$ cat config.mk
export PLATFORM = sky130hd
export DESIGN_NAME = video_in_dma_ctrl
export DESIGN_NICKNAME = d
export VERILOG_FILES = /design/src/rtl/video_in_pkg.sv /design/src/rtl/video_in_addr_gen.sv /design/src/rtl/video_in_dma_ctrl.sv
export SDC_FILE = /design/constraint.sdc
export NUM_CORES = 1
export LEC_CHECK = 0
export CORE_UTILIZATION = 30
export CTS_CLUSTER_SIZE = 14
export DETAILED_ROUTE_END_ITERATION = 10
export HOLD_SLACK_MARGIN = 0.06
export REMOVE_ABC_BUFFERS = 1
export SETUP_SLACK_MARGIN = 0.1
export SLEW_MARGIN = 20
export SYNTH_ARGS = -nofsm -noshare
export SYNTH_HDL_FRONTEND = slang
export SYNTH_HIERARCHICAL = 1
export SYNTH_SLANG_ARGS = --single-unit
export TNS_END_PERCENT = 20
$ cat constraint.sdc
create_clock -name clk -period 3.25 [get_ports clk]
set_clock_uncertainty 0.15 [all_clocks]
set_input_delay 0.325 -clock clk [delete_from_list [all_inputs] [get_ports clk]]
set_output_delay 0.325 -clock clk [all_outputs]
set_load 0.1 [all_outputs]
$ cat src/rtl/video_in_pkg.sv
// Shared types and constants for the video_in DMA controller.
package video_in_pkg;

  // Controller sequencing states.
  typedef enum logic [1:0] {
    IDLE      = 2'd0,
    WAIT      = 2'd1,
    BURST     = 2'd2,
    FRAME_END = 2'd3
  } state_t;

  // Wishbone cycle type identifiers used on wb_cti.
  localparam logic [2:0] CTI_INCR = 3'b010;
  localparam logic [2:0] CTI_EOB  = 3'b111;

  // Packed 32-bit words per frame: four 8-bit pixels per word.
  function automatic int unsigned frame_words(input int unsigned w, input int unsigned h);
    return (w * h) / 4;
  endfunction

endpackage

$ cat src/rtl/video_in_addr_gen.sv
// Frame buffer selection and Wishbone byte-address generation.
// Buffers are laid out back to back from base_addr; the address wraps mod 2^32.
module video_in_addr_gen
  import video_in_pkg::*;
#(
  parameter int p_NBUF        = 2,
  parameter int p_FRAME_WORDS = 76800,
  parameter int p_BUFW        = 1
) (
  input  logic              clk,
  input  logic              nRST,
  input  logic [31:0]       base_addr,
  input  logic              load,     // point adr at the start of cur_buf
  input  logic              incr,     // advance adr by one 32-bit word
  input  logic              advance,  // move on to the next buffer
  output logic [p_BUFW-1:0] cur_buf,
  output logic [31:0]       adr
);

  localparam logic [31:0]       FRAME_BYTES = 32'(p_FRAME_WORDS * 4);
  localparam logic [p_BUFW-1:0] LAST_BUF    = p_BUFW'(p_NBUF - 1);

  logic [31:0] frame_base;

  // Start address of the buffer currently selected.
  always_comb begin
    frame_base = base_addr + (32'(cur_buf) * FRAME_BYTES);
  end

  // Buffer index rotation and word address counter.
  always_ff @(posedge clk) begin
    if (!nRST) begin
      cur_buf <= '0;
      adr     <= '0;
    end else begin
      if (advance) begin
        cur_buf <= (cur_buf == LAST_BUF) ? '0 : cur_buf + p_BUFW'(1);
      end
      if (load) begin
        adr <= frame_base;
      end else if (incr) begin
        adr <= adr + 32'd4;
      end
    end
  end

endmodule

$ cat src/rtl/video_in_dma_ctrl.sv
// Drains the packed-pixel capture FIFO into rotating frame buffers using
// Wishbone incrementing bursts of p_BURST words.
//
// Handshake: wb_stb is the valid and wb_ack the ready of each beat. A beat
// transfers on a posedge where wb_stb=1 and wb_ack=1; until then wb_stb,
// wb_adr, wb_dat_o and wb_cti are held. The FIFO head is popped in the same
// cycle as the accepting ack (fifo_re = wb_ack during a burst), so wb_dat_o
// always shows the word that the next ack will consume.
module video_in_dma_ctrl
  import video_in_pkg::*;
#(
  parameter int p_WIDTH  = 640,
  parameter int p_HEIGHT = 480,
  parameter int p_BURST  = 8,
  parameter int p_NBUF   = 2,
  parameter int p_LVLW   = 6
) (
  input  logic                                         clk,
  input  logic                                         nRST,
  input  logic                                         enable,
  input  logic [31:0]                                  base_addr,
  input  logic [p_LVLW-1:0]                            fifo_level,
  input  logic                                         fifo_full,
  input  logic [31:0]                                  fifo_rdata,
  output logic                                         fifo_re,
  output logic                                         wb_cyc,
  output logic                                         wb_stb,
  output logic                                         wb_we,
  output logic [31:0]                                  wb_adr,
  output logic [31:0]                                  wb_dat_o,
  output logic [3:0]                                   wb_sel,
  output logic [2:0]                                   wb_cti,
  input  logic                                         wb_ack,
  output logic [(p_NBUF > 1 ? $clog2(p_NBUF) : 1)-1:0] cur_buf,
  output logic                                         frame_done,
  output logic                                         overrun,
  output logic [1:0]                                   dbg_state
);

  localparam int FRAME_WORDS = frame_words(p_WIDTH, p_HEIGHT);
  localparam int WCW         = $clog2(FRAME_WORDS + 1);
  localparam int BCW         = (p_BURST > 1) ? $clog2(p_BURST) : 1;
  localparam int BUFW        = (p_NBUF > 1) ? $clog2(p_NBUF) : 1;

  localparam logic [p_LVLW-1:0] LVL_BURST  = p_LVLW'(p_BURST);
  localparam logic [BCW-1:0]    BEAT_LAST  = BCW'(p_BURST - 1);
  localparam logic [BCW-1:0]    BEAT_PRE   = BCW'(p_BURST - 2);
  localparam logic [WCW-1:0]    WORD_LAST  = WCW'(FRAME_WORDS - 1);
  localparam logic [2:0]        CTI_FIRST  = (p_BURST == 1) ? CTI_EOB : CTI_INCR;

  state_t         state;
  logic [WCW-1:0] word_cnt;
  logic [BCW-1:0] beat_cnt;

  logic           beat_ok;
  logic           last_beat;
  logic           frame_last;
  logic           adr_load;
  logic           buf_advance;
  logic [31:0]    adr;

  // Beat acceptance and the address-generator control strobes.
  always_comb begin
    beat_ok     = (state == BURST) && wb_ack;
    last_beat   = (beat_cnt == BEAT_LAST);
    frame_last  = (word_cnt == WORD_LAST);
    adr_load    = enable && ((state == IDLE) || (state == FRAME_END));
    buf_advance = beat_ok && last_beat && frame_last;
  end

  video_in_addr_gen #(
    .p_NBUF        (p_NBUF),
    .p_FRAME_WORDS (FRAME_WORDS),
    .p_BUFW        (BUFW)
  ) u_addr_gen (
    .clk       (clk),
    .nRST      (nRST),
    .base_addr (base_addr),
    .load      (adr_load),
    .incr      (beat_ok),
    .advance   (buf_advance),
    .cur_buf   (cur_buf),
    .adr       (adr)
  );

  // Sequencer: waits for a burst's worth of FIFO data, runs the burst,
  // and closes the frame once every word has been written.
  always_ff @(posedge clk) begin
    if (!nRST) begin
      state      <= IDLE;
      word_cnt   <= '0;
      beat_cnt   <= '0;
      wb_cyc     <= 1'b0;
      wb_stb     <= 1'b0;
      wb_cti     <= 3'b000;
      frame_done <= 1'b0;
      overrun    <= 1'b0;
    end else begin
      frame_done <= 1'b0;
      if (fifo_full && (state != IDLE)) begin
        overrun <= 1'b1;
      end
      case (state)
        IDLE: begin
          if (enable) begin
            state    <= WAIT;
            word_cnt <= '0;
            overrun  <= 1'b0;
          end
        end
        WAIT: begin
          if (fifo_level >= LVL_BURST) begin
            state    <= BURST;
            wb_cyc   <= 1'b1;
            wb_stb   <= 1'b1;
            beat_cnt <= '0;
            wb_cti   <= CTI_FIRST;
          end
        end
        BURST: begin
          if (wb_ack) begin
            word_cnt <= word_cnt + WCW'(1);
            beat_cnt <= beat_cnt + BCW'(1);
            wb_cti   <= (beat_cnt == BEAT_PRE) ? CTI_EOB : CTI_INCR;
            if (last_beat) begin
              wb_cyc   <= 1'b0;
              wb_stb   <= 1'b0;
              wb_cti   <= 3'b000;
              beat_cnt <= '0;
              if (frame_last) begin
                state      <= FRAME_END;
                frame_done <= 1'b1;
              end else begin
                state <= WAIT;
              end
            end
          end
        end
        FRAME_END: begin
          word_cnt <= '0;
          state    <= enable ? WAIT : IDLE;
        end
        default: state <= IDLE;
      endcase
    end
  end

  // Bus outputs that follow the registered cycle flag.
  always_comb begin
    fifo_re   = beat_ok;
    wb_we     = wb_cyc;
    wb_sel    = {4{wb_cyc}};
    wb_dat_o  = wb_cyc ? fifo_rdata : 32'h0;
    wb_adr    = adr;
    dbg_state = state;
  end

endmodule
**Word level (Yosys, flattened, before mapping)**

Index checks and enable logic that the tools add are counted.

- Add/subtract/negate cells: 5
- $mul: 1
- Magnitude comparators: 1
- Eq/ne operators: 10
- Multiplexer cells: 31
- Reductions and logical operators: 16

Operators by type and width:

| operator | count |
|---|---|
| 32-bit two-way mux | 3 |
| 17-bit one-hot mux with 3 select lines | 1 |
| 17-bit two-way mux | 2 |
| 32-bit by 20-bit adder with 32-bit output | 1 |
| 32-bit by 3-bit adder with 32-bit output, second input constant | 1 |
| 3-bit two-way mux | 7 |
| 17-bit by 1-bit adder with 17-bit output, second input constant | 1 |
| 17-bit equality test, second input constant | 1 |
| 3-bit one-hot mux with 2 select lines | 2 |
| 4-bit AND reduction | 3 |
| 2-bit two-way mux | 5 |
| 1-bit two-way mux | 9 |
| 1-bit by 7-bit multiplier with 8-bit output, second input constant | 1 |
| 2-bit inequality test, second input constant | 4 |
| 2-bit one-hot mux with 4 select lines | 1 |
| 3-bit equality test, second input constant | 2 |
| 6-bit by 4-bit >= comparator with 1-bit output, second input constant | 1 |
| 3-bit AND reduction | 2 |
| 2-bit nonzero test | 3 |
| 1-bit logical AND | 5 |
| 2-bit equality test, second input constant | 2 |
| 3-bit by 1-bit adder with 3-bit output, second input constant | 1 |
| 3-bit nonzero test | 1 |
| 2-bit by 1-bit equality test with 1-bit output, second input constant | 1 |
| 4 further kinds | 4 |

- Register bits after elaboration: 61
- Bits of input ports: 75
- Output and inout port bits: 80

**Longest topological paths before layout**

- Depth in word-level cells: 5
- Mapped depth: 9
- Gate-level depth less buffers: 8

**Cells and area by module**

Netlist, hierarchy kept.

By module, submodules not included:

| module | instances | cells each | area each (um^2) | sequential area each (um^2) |
|---|---|---|---|---|
| video_in_addr_gen | 1 | 259 | 2219.6 | 660.6 |
| video_in_dma_ctrl | 1 | 205 | 1704.1 | 540.5 |

**Least setup slack after synthesis**

No wires, ideal clock.

- Path kind: reg-to-reg
- Start: reg state[1] (netlist: dbg_state[1])
- End: reg u_addr_gen.adr[18]
- Setup time: 0.079 ns
- Data arrival time: 3.613 ns
- Path slack: -0.593 ns
- Cell stages (with the launch flop): 9
- Buffers on the path: 1
- Clock period less this slack: 3.843 ns
- Cells stage by stage: dfxtp_1 -> ha_1 -> and2_1 -> buf_6 -> nand4_4 -> or4_4 -> nor2_2 -> xnor2_1 -> a211oi_2

- Elaborated cells between the ends (all ways): 8
- Classes of those cells: 2 x eq/ne; 1 x mux; 5 x reduce/logical

RTL lines:

| what | line | text |
|---|---|---|
| from (decl) | video_in_dma_ctrl.sv:51 | `state_t state;` |
| from (signal assigned) | video_in_dma_ctrl.sv:141 | `state <= enable ? WAIT : IDLE;` |
| 2-bit equality test | video_in_dma_ctrl.sv:64 | `beat_ok = (state == BURST) && wb_ack;` |
| 1-bit logical AND | video_in_dma_ctrl.sv:64 |  |
| net fifo_re | video_in_dma_ctrl.sv:25 | `output logic fifo_re,` |
| 2-bit nonzero test (no source line) | n/a |  |
| to (signal assigned) | video_in_addr_gen.sv:40 | `adr <= frame_base;` |
| to (signal assigned) | video_in_addr_gen.sv:42 | `adr <= adr + 32'd4;` |
| to (decl) | video_in_addr_gen.sv:17 | `output logic [31:0] adr` |

The timed path passes the listed nets, and every way through them passes these cells.
A chain may end at the register's enable or synchronous reset.

**Worst setup path in the final report**

- Start: reg u_addr_gen.cur_buf
- End: reg u_addr_gen.adr[24]

- Longest elaborated chain between the ends: 3

Ends and longest elaborated chain:

| what | line | text |
|---|---|---|
| from (decl) | video_in_addr_gen.sv:16 | `output logic [p_BUFW-1:0] cur_buf,` |
| from (signal assigned) | video_in_addr_gen.sv:37 | `cur_buf <= (cur_buf == LAST_BUF) ? '0 : cur_buf + p_BUFW'(1);` |
| 1-bit by 7-bit multiplier with 8-bit output | video_in_addr_gen.sv:27 | `frame_base = base_addr + (32'(cur_buf) * FRAME_BYTES);` |
| 32-bit by 20-bit adder with 32-bit output | video_in_addr_gen.sv:27 |  |
| 32-bit two-way mux | video_in_addr_gen.sv:39 | `if (load) begin` |

No other way between the ends.

==> flow_summary.yaml <==
clocking:
  path_clk_slew_ns: 0.06
  htreeDepth: 3
  cts_root_buf: "clkbuf_16"
  clock_path_buffers: 2
  post_cts_buffers: 0
  clk_latency_ns: 0.33
  ctsHoldBuffers: 0
  cts_tree: "built"
  cts_buffers: 9
  post_cts_resized: 0
  clkSinkCount: 60
yosys:
  mappedNetlistArea_um2: 3920
  yosysWarnings: 6
  async_flop_share_pct: 0
  ys_seq_area_share_pct: 30.6
  synth_seq_cells: 60
  yosysUniqueCellTypes: 56
  syn_area_per_cell_um2: 8.46
  yosys_most_used_dff: "dfxtp_1"
  syn_inst: 464
  synth_edf_count: 0
run_status:
  status: "finished clean"
setup_path:
  crit_path_max_fanout: 7
  cp.arrival_ns: 2.65
  max_stage_delay_ns: 0.52
  critical-path-slowest-cell: "dfxtp_1"
  cp_top_family: "adder cells"
  end_kind: "flip-flop"
  cp.required_ns: 3.30
  startpoint_type: "flip-flop"
  worst-path-buf-inv: 2
  cp_cell_sequence: "ha_1 > inv_1 > fa_1 > nand3b_1 > a211oi_1 > buf_4 > nand4_1 > xor2_1 > o22ai_1"
  crit_type: "reg -> reg"
global_route:
  antenna_found_initial: 0
  use_met3_pct: 3.43
  grt_pass1_wl_um: 17100
  busiest_layer: "met2"
  grt_max_degree: 41
  grtUsageMet1_pct: 21.1
  gr-usage-met2_pct: 26.5
  overflow: 0
  grt_usage_pct: 16.1
  grt_pass1_vias: 3475
timing:
  finalCriticalPeriod_ns: 2.60
  setup_viol: 0
  tightest_slew_ns: 0.985
  fin_ws_ns: 0.651
  final.period_utilization_pct: 80.0
  clock.fmax_ghz: 0.385
  final_hold_viol_count: 0
  slew_headroom_pct: 34.1
  finalMaxSlewViolations: 0
  rsz0062_at_grt: "false"
power:
  fin_total_pwr_mw: 5.19
  powerDensity_nw_per_um2: 915
  peakVddDrop_v: 0.000365
  p_leak_nw: 2.24
hold_path:
  hold_class: "reg -> reg"
flow_run:
  cap_viol_max_count: 0
detailed_routing:
  dr.pass1.iters: 4
  vias: 3897
  wl_per_cell_um: 14.2
  drt_iter0_markers: 189
  post-route-drc-count: 0
  totalWireLength_um: 11200
  drt.antenna.violating_nets: 0
  viasPerCell: 4.93
placed_design:
  place_ws_ns: 0.450
  postPlaceCellArea_um2: 5390
  gp_congestion: 0.853
  hpwl_um: 8620
  port_buffers: 151
floorplanning:
  ios: 155
  core_area_um2: 12700
  die-area_um2: 13500
  rows: 41
  die_x_um: 116
  die-height_um: 116
  start_util_pct: 31.0
final_layout:
  drive_gt1_share_pct: 18.6
  final_common_cell: "buf_4"
  fin_area_um2: 5670
  syn2layout_area_growth_pct: 44.6
  layout.nets: 703
  final_cell_mix: "buf_4, clkdlybuf4s50_1, dfxtp_1, and2_1"
  antennaDiodeCount: 0
path summary, 6_finish.rpt:
check | startpoint | end | slack, ns | cells past startpoint
setup / recovery | u_addr_gen/cur_buf | u_addr_gen/adr[24] | 0.65 | 9
hold / removal | word_cnt[16] | word_cnt[16] | 0.33 | 2
setup reg to reg | u_addr_gen/cur_buf | u_addr_gen/adr[24] | 0.65 | 9
hold reg to reg | word_cnt[16] | word_cnt[16] | 0.33 | 2
final cells by class:
class / count / area [µm²]
multi-input combinational: 362 / 2500
clock buffer: 9 / 225
fill: 1287 / 7000
timing repair buffer: 160 / 1400
sequential: 60 / 1200
inverter: 20 / 75.1
tap: 172 / 215
clock inverter: 7 / 53.8
power by group:
group	internal, mW	leakage [nW]	switching (mW)
Combinational	0.742	1.62	2.45
Sequential	0.879	0.491	0.237
Clock	0.517	0.128	0.365
worst min-delay path, cell delays in order, from the launching register on:
cell and delay (ns):
dfxtp_1 0.32, o31ai_1 0.06, a21oi_1 0.05
synth_stat cells, types with 13 or more instances:
| cell | instances | area, µm² |
|---|---|---|
| xnor2_1 | 21 | 184 |
| and2_1 | 36 | 225 |
| xor2_1 | 26 | 228 |
| nand2_1 | 34 | 128 |
| nand4_1 | 20 | 125 |
| a21oi_1 | 28 | 140 |
| ha_1 | 14 | 175 |
| a211oi_1 | 13 | 97.6 |
| nor2_1 | 34 | 128 |
| inv_1 | 18 | 67.6 |
| nand3_1 | 15 | 75.1 |
| dfxtp_1 | 60 | 1200 |
state kept, by name (all words and copies together), names as in the netlist:
register	count
wb_stb	1
frame_done	1
u_addr_gen/cur_buf	1
u_addr_gen/adr	32
dbg_state	2
word_cnt	17
wb_cti	2
overrun	1
beat_cnt	3
per-stage QoR:
step | setup TNS, ns | hold slack [ns] | utilization (%) | cells
3_3_place_gp | 0 | 0.312 | 42.6 | 774
6_report | 0 | 0.331 | 44.8 | 790
4_1_cts | 0 | 0.332 | 44.8 | 790
3_5_place_dp | 0 | 0.325 | 42.6 | 774
2_1_floorplan | -148.06 | 0.297 | - | 442
5_1_grt | 0 | 0.356 | 44.8 | 790
logic make-up after synthesis:
kind of cell	count (synthesis)	share of synthesized area, %
compound gates	87	14.5
xor+xnor	47	10.5
flops	60	30.6
mux	9	2.30
buf+inv	42	5.64
simple gates	204	31.5
fa+ha+maj	15	4.97
layer usage:
layer	routed length [µm]	part of all wire [%]
met2	5420	48
met4	97	0.87
met3	595	5.3
met1	5080	45
met5	0	0
Power figures use the tool's default switching activity.
==> edit, RTL diff (same flow settings) <==
`p_BURST`: 8 -> 16.
--- a/src/rtl/video_in_dma_ctrl.sv
+++ b/src/rtl/video_in_dma_ctrl.sv
@@ -11,7 +11,7 @@
 #(
   parameter int p_WIDTH  = 640,
   parameter int p_HEIGHT = 480,
-  parameter int p_BURST  = 8,
+  parameter int p_BURST  = 16,
   parameter int p_NBUF   = 2,
   parameter int p_LVLW   = 6
 ) (
Check against the original RTL: not equivalent (Yosys sat finds a counterexample within 4 cycles, from zero or initial values and one cycle with nRST low).
==> edit against the original RTL <==
Critical endpoint is now word_cnt[11]$_SDFFE_PN0P_. Design area rose by 0.22%. Power grew 2.2%. Sequential share of layout area is 0.31 points higher. Cell count grew 0.89%. Critical path depth down 3. Sequential cell count rose by 1. Wire length rose by 2.7%. Setup slack worse by 0.13 ns. Count of clock-buffer cells in the layout unchanged. Synthesized area grew 0.61%. Largest cell class unchanged.
==> edit: results (changes against the original RTL) <==
* Mux cell area share after synthesis at 1.77% (-0.52 points)
* Drt initial violations at 166 (-12%)
* Gpl congestion at 0.822 (-3.7%)
* Via count at 3935 (+0.98%)
* Slew @ Worst Pin at 0.967 ns (-0.0183 ns)
* Global-route wire length before repair at 18100 um (+5.8%)
* Vias in the first global route at 3691 (+6.2%)
* Dpl hpwl at 8850 um (+2.6%)
* Max VDD drop at 518 uV (+42%)
* Nets at 709 (+0.85%)
* Setup ws final at 0.521 ns (-0.130 ns)
* Mapped cell area at 3950 um2 (+0.61%)
* WL met2 at 5720 um (+5.7%)
* Drt total wl at 11500 um (+2.7%)
* Reg2Reg Setup Slack at 0.52 ns (-0.13 ns)
* Synth top area cells: dfxtp_1 (31%), xor2_1 (5.8%), and2_1 (5.4%), xnor2_1 (4.4%), ha_1 (4.1%)
* Commonest cells post-synth: dfxtp_1 (61), nand2_1 (42), and2_1 (34), nor2_1 (33), a21oi_1 (31)
* Routed length per instance at 14.4 um (+1.8%)
* Leak Pwr at 2.23 nW (-0.64%)
* Seq/Total Area, Yosys at 30.9% (+0.32 points)
* Total GRT Usage at 16.9% (+0.80 points)
* Met3 routed WL at 443 um (-26%)
* CP Data Arrival Time at 2.84 ns (+0.19 ns)
* Largest registers: u_addr_gen/adr (32), word_cnt (17), beat_cnt (4)
* First-pass DRT Iterations at 5 (+1)
* Pre-CTS WS at 0.481 ns (+0.0312 ns)
* Crit path max fanout at 14 (+7)
* Status: complete, no violations
* Cells after Synth at 476 (+2.6%)
* Post-Synth XOR/XNOR Area at 10.2% (-0.29 points)
* Worst hold margin at 0.329 ns (-0.00143 ns)
* Layout cells sized above 1 at 17.9% (-0.69 points)
* Post-synth cell types at 57 (+1.8%)
* I/O Buffers at 150 (-0.66%)
* Placed insts at 781 (+0.90%)
[edit: layout make-up]
class,count,area share [%]
clock buffers,9,3.96
clock inverters,7,1.34
inverters,18,1.19
multi-input cells,372,43.9
flip-flops and latches,61,21.5
repair buffers,158,24.3
well taps,172,3.79
[edit: worst paths after layout]
| kind | start | cells after the start | endpoint |
|---|---|---|---|
| worst max-delay path | dbg_state[0]$_SDFFE_PN0P_ | 6 | word_cnt[11]$_SDFFE_PN0P_ |
| worst min-delay path | word_cnt[16]$_SDFFE_PN0P_ | 2 | word_cnt[16]$_SDFFE_PN0P_ |
| worst max register to register | dbg_state[0]$_SDFFE_PN0P_ | 6 | word_cnt[11]$_SDFFE_PN0P_ |
| worst min register to register | word_cnt[16]$_SDFFE_PN0P_ | 2 | word_cnt[16]$_SDFFE_PN0P_ |
[edit: report_power, final]
group | total [W] | switching, W | internal (W)
clock | 0.000953 | 0.000358 | 0.000595
sequential | 0.00112 | 0.000234 | 0.000885
combinational | 0.00323 | 0.00251 | 0.000722
[edit: logic make-up (layout without fill, tap and decap cells)]
group | count (synthesis) | in the layout
and+or+nand+nor | 211 | 211
AOI/OAI and AO/OA | 94 | 94
DFF | 61 | 61
xor gates and xnor gates | 46 | 46
buffers and inverters | 43 | 192
adders and majority gates | 14 | 14
muxes | 7 | 7
[edit: per-layer routing]
metal  vias up  GRT usage (%)
li1       1991              -
met1      1853           21.8
met2        79           29.1
met3        12           2.80
met4         0           4.64
met5         -              0
[edit: critical path, stage by stage (launching register included)]
cell and delay, ns:
dfxtp_1 0.45, inv_1 0.12, ha_1 0.36, nor2b_1 0.27, or4_4 0.63, or4_1 0.53, a21oi_1 0.15
[edit: stage by stage]
stage	utilization [%]	instance area [um2]
3_5_place_dp	42.3	5380
6_report	44.7	5690
4_1_cts	44.7	5690
5_1_grt	44.7	5690
2_1_floorplan	-	3780
3_3_place_gp	42.3	5380
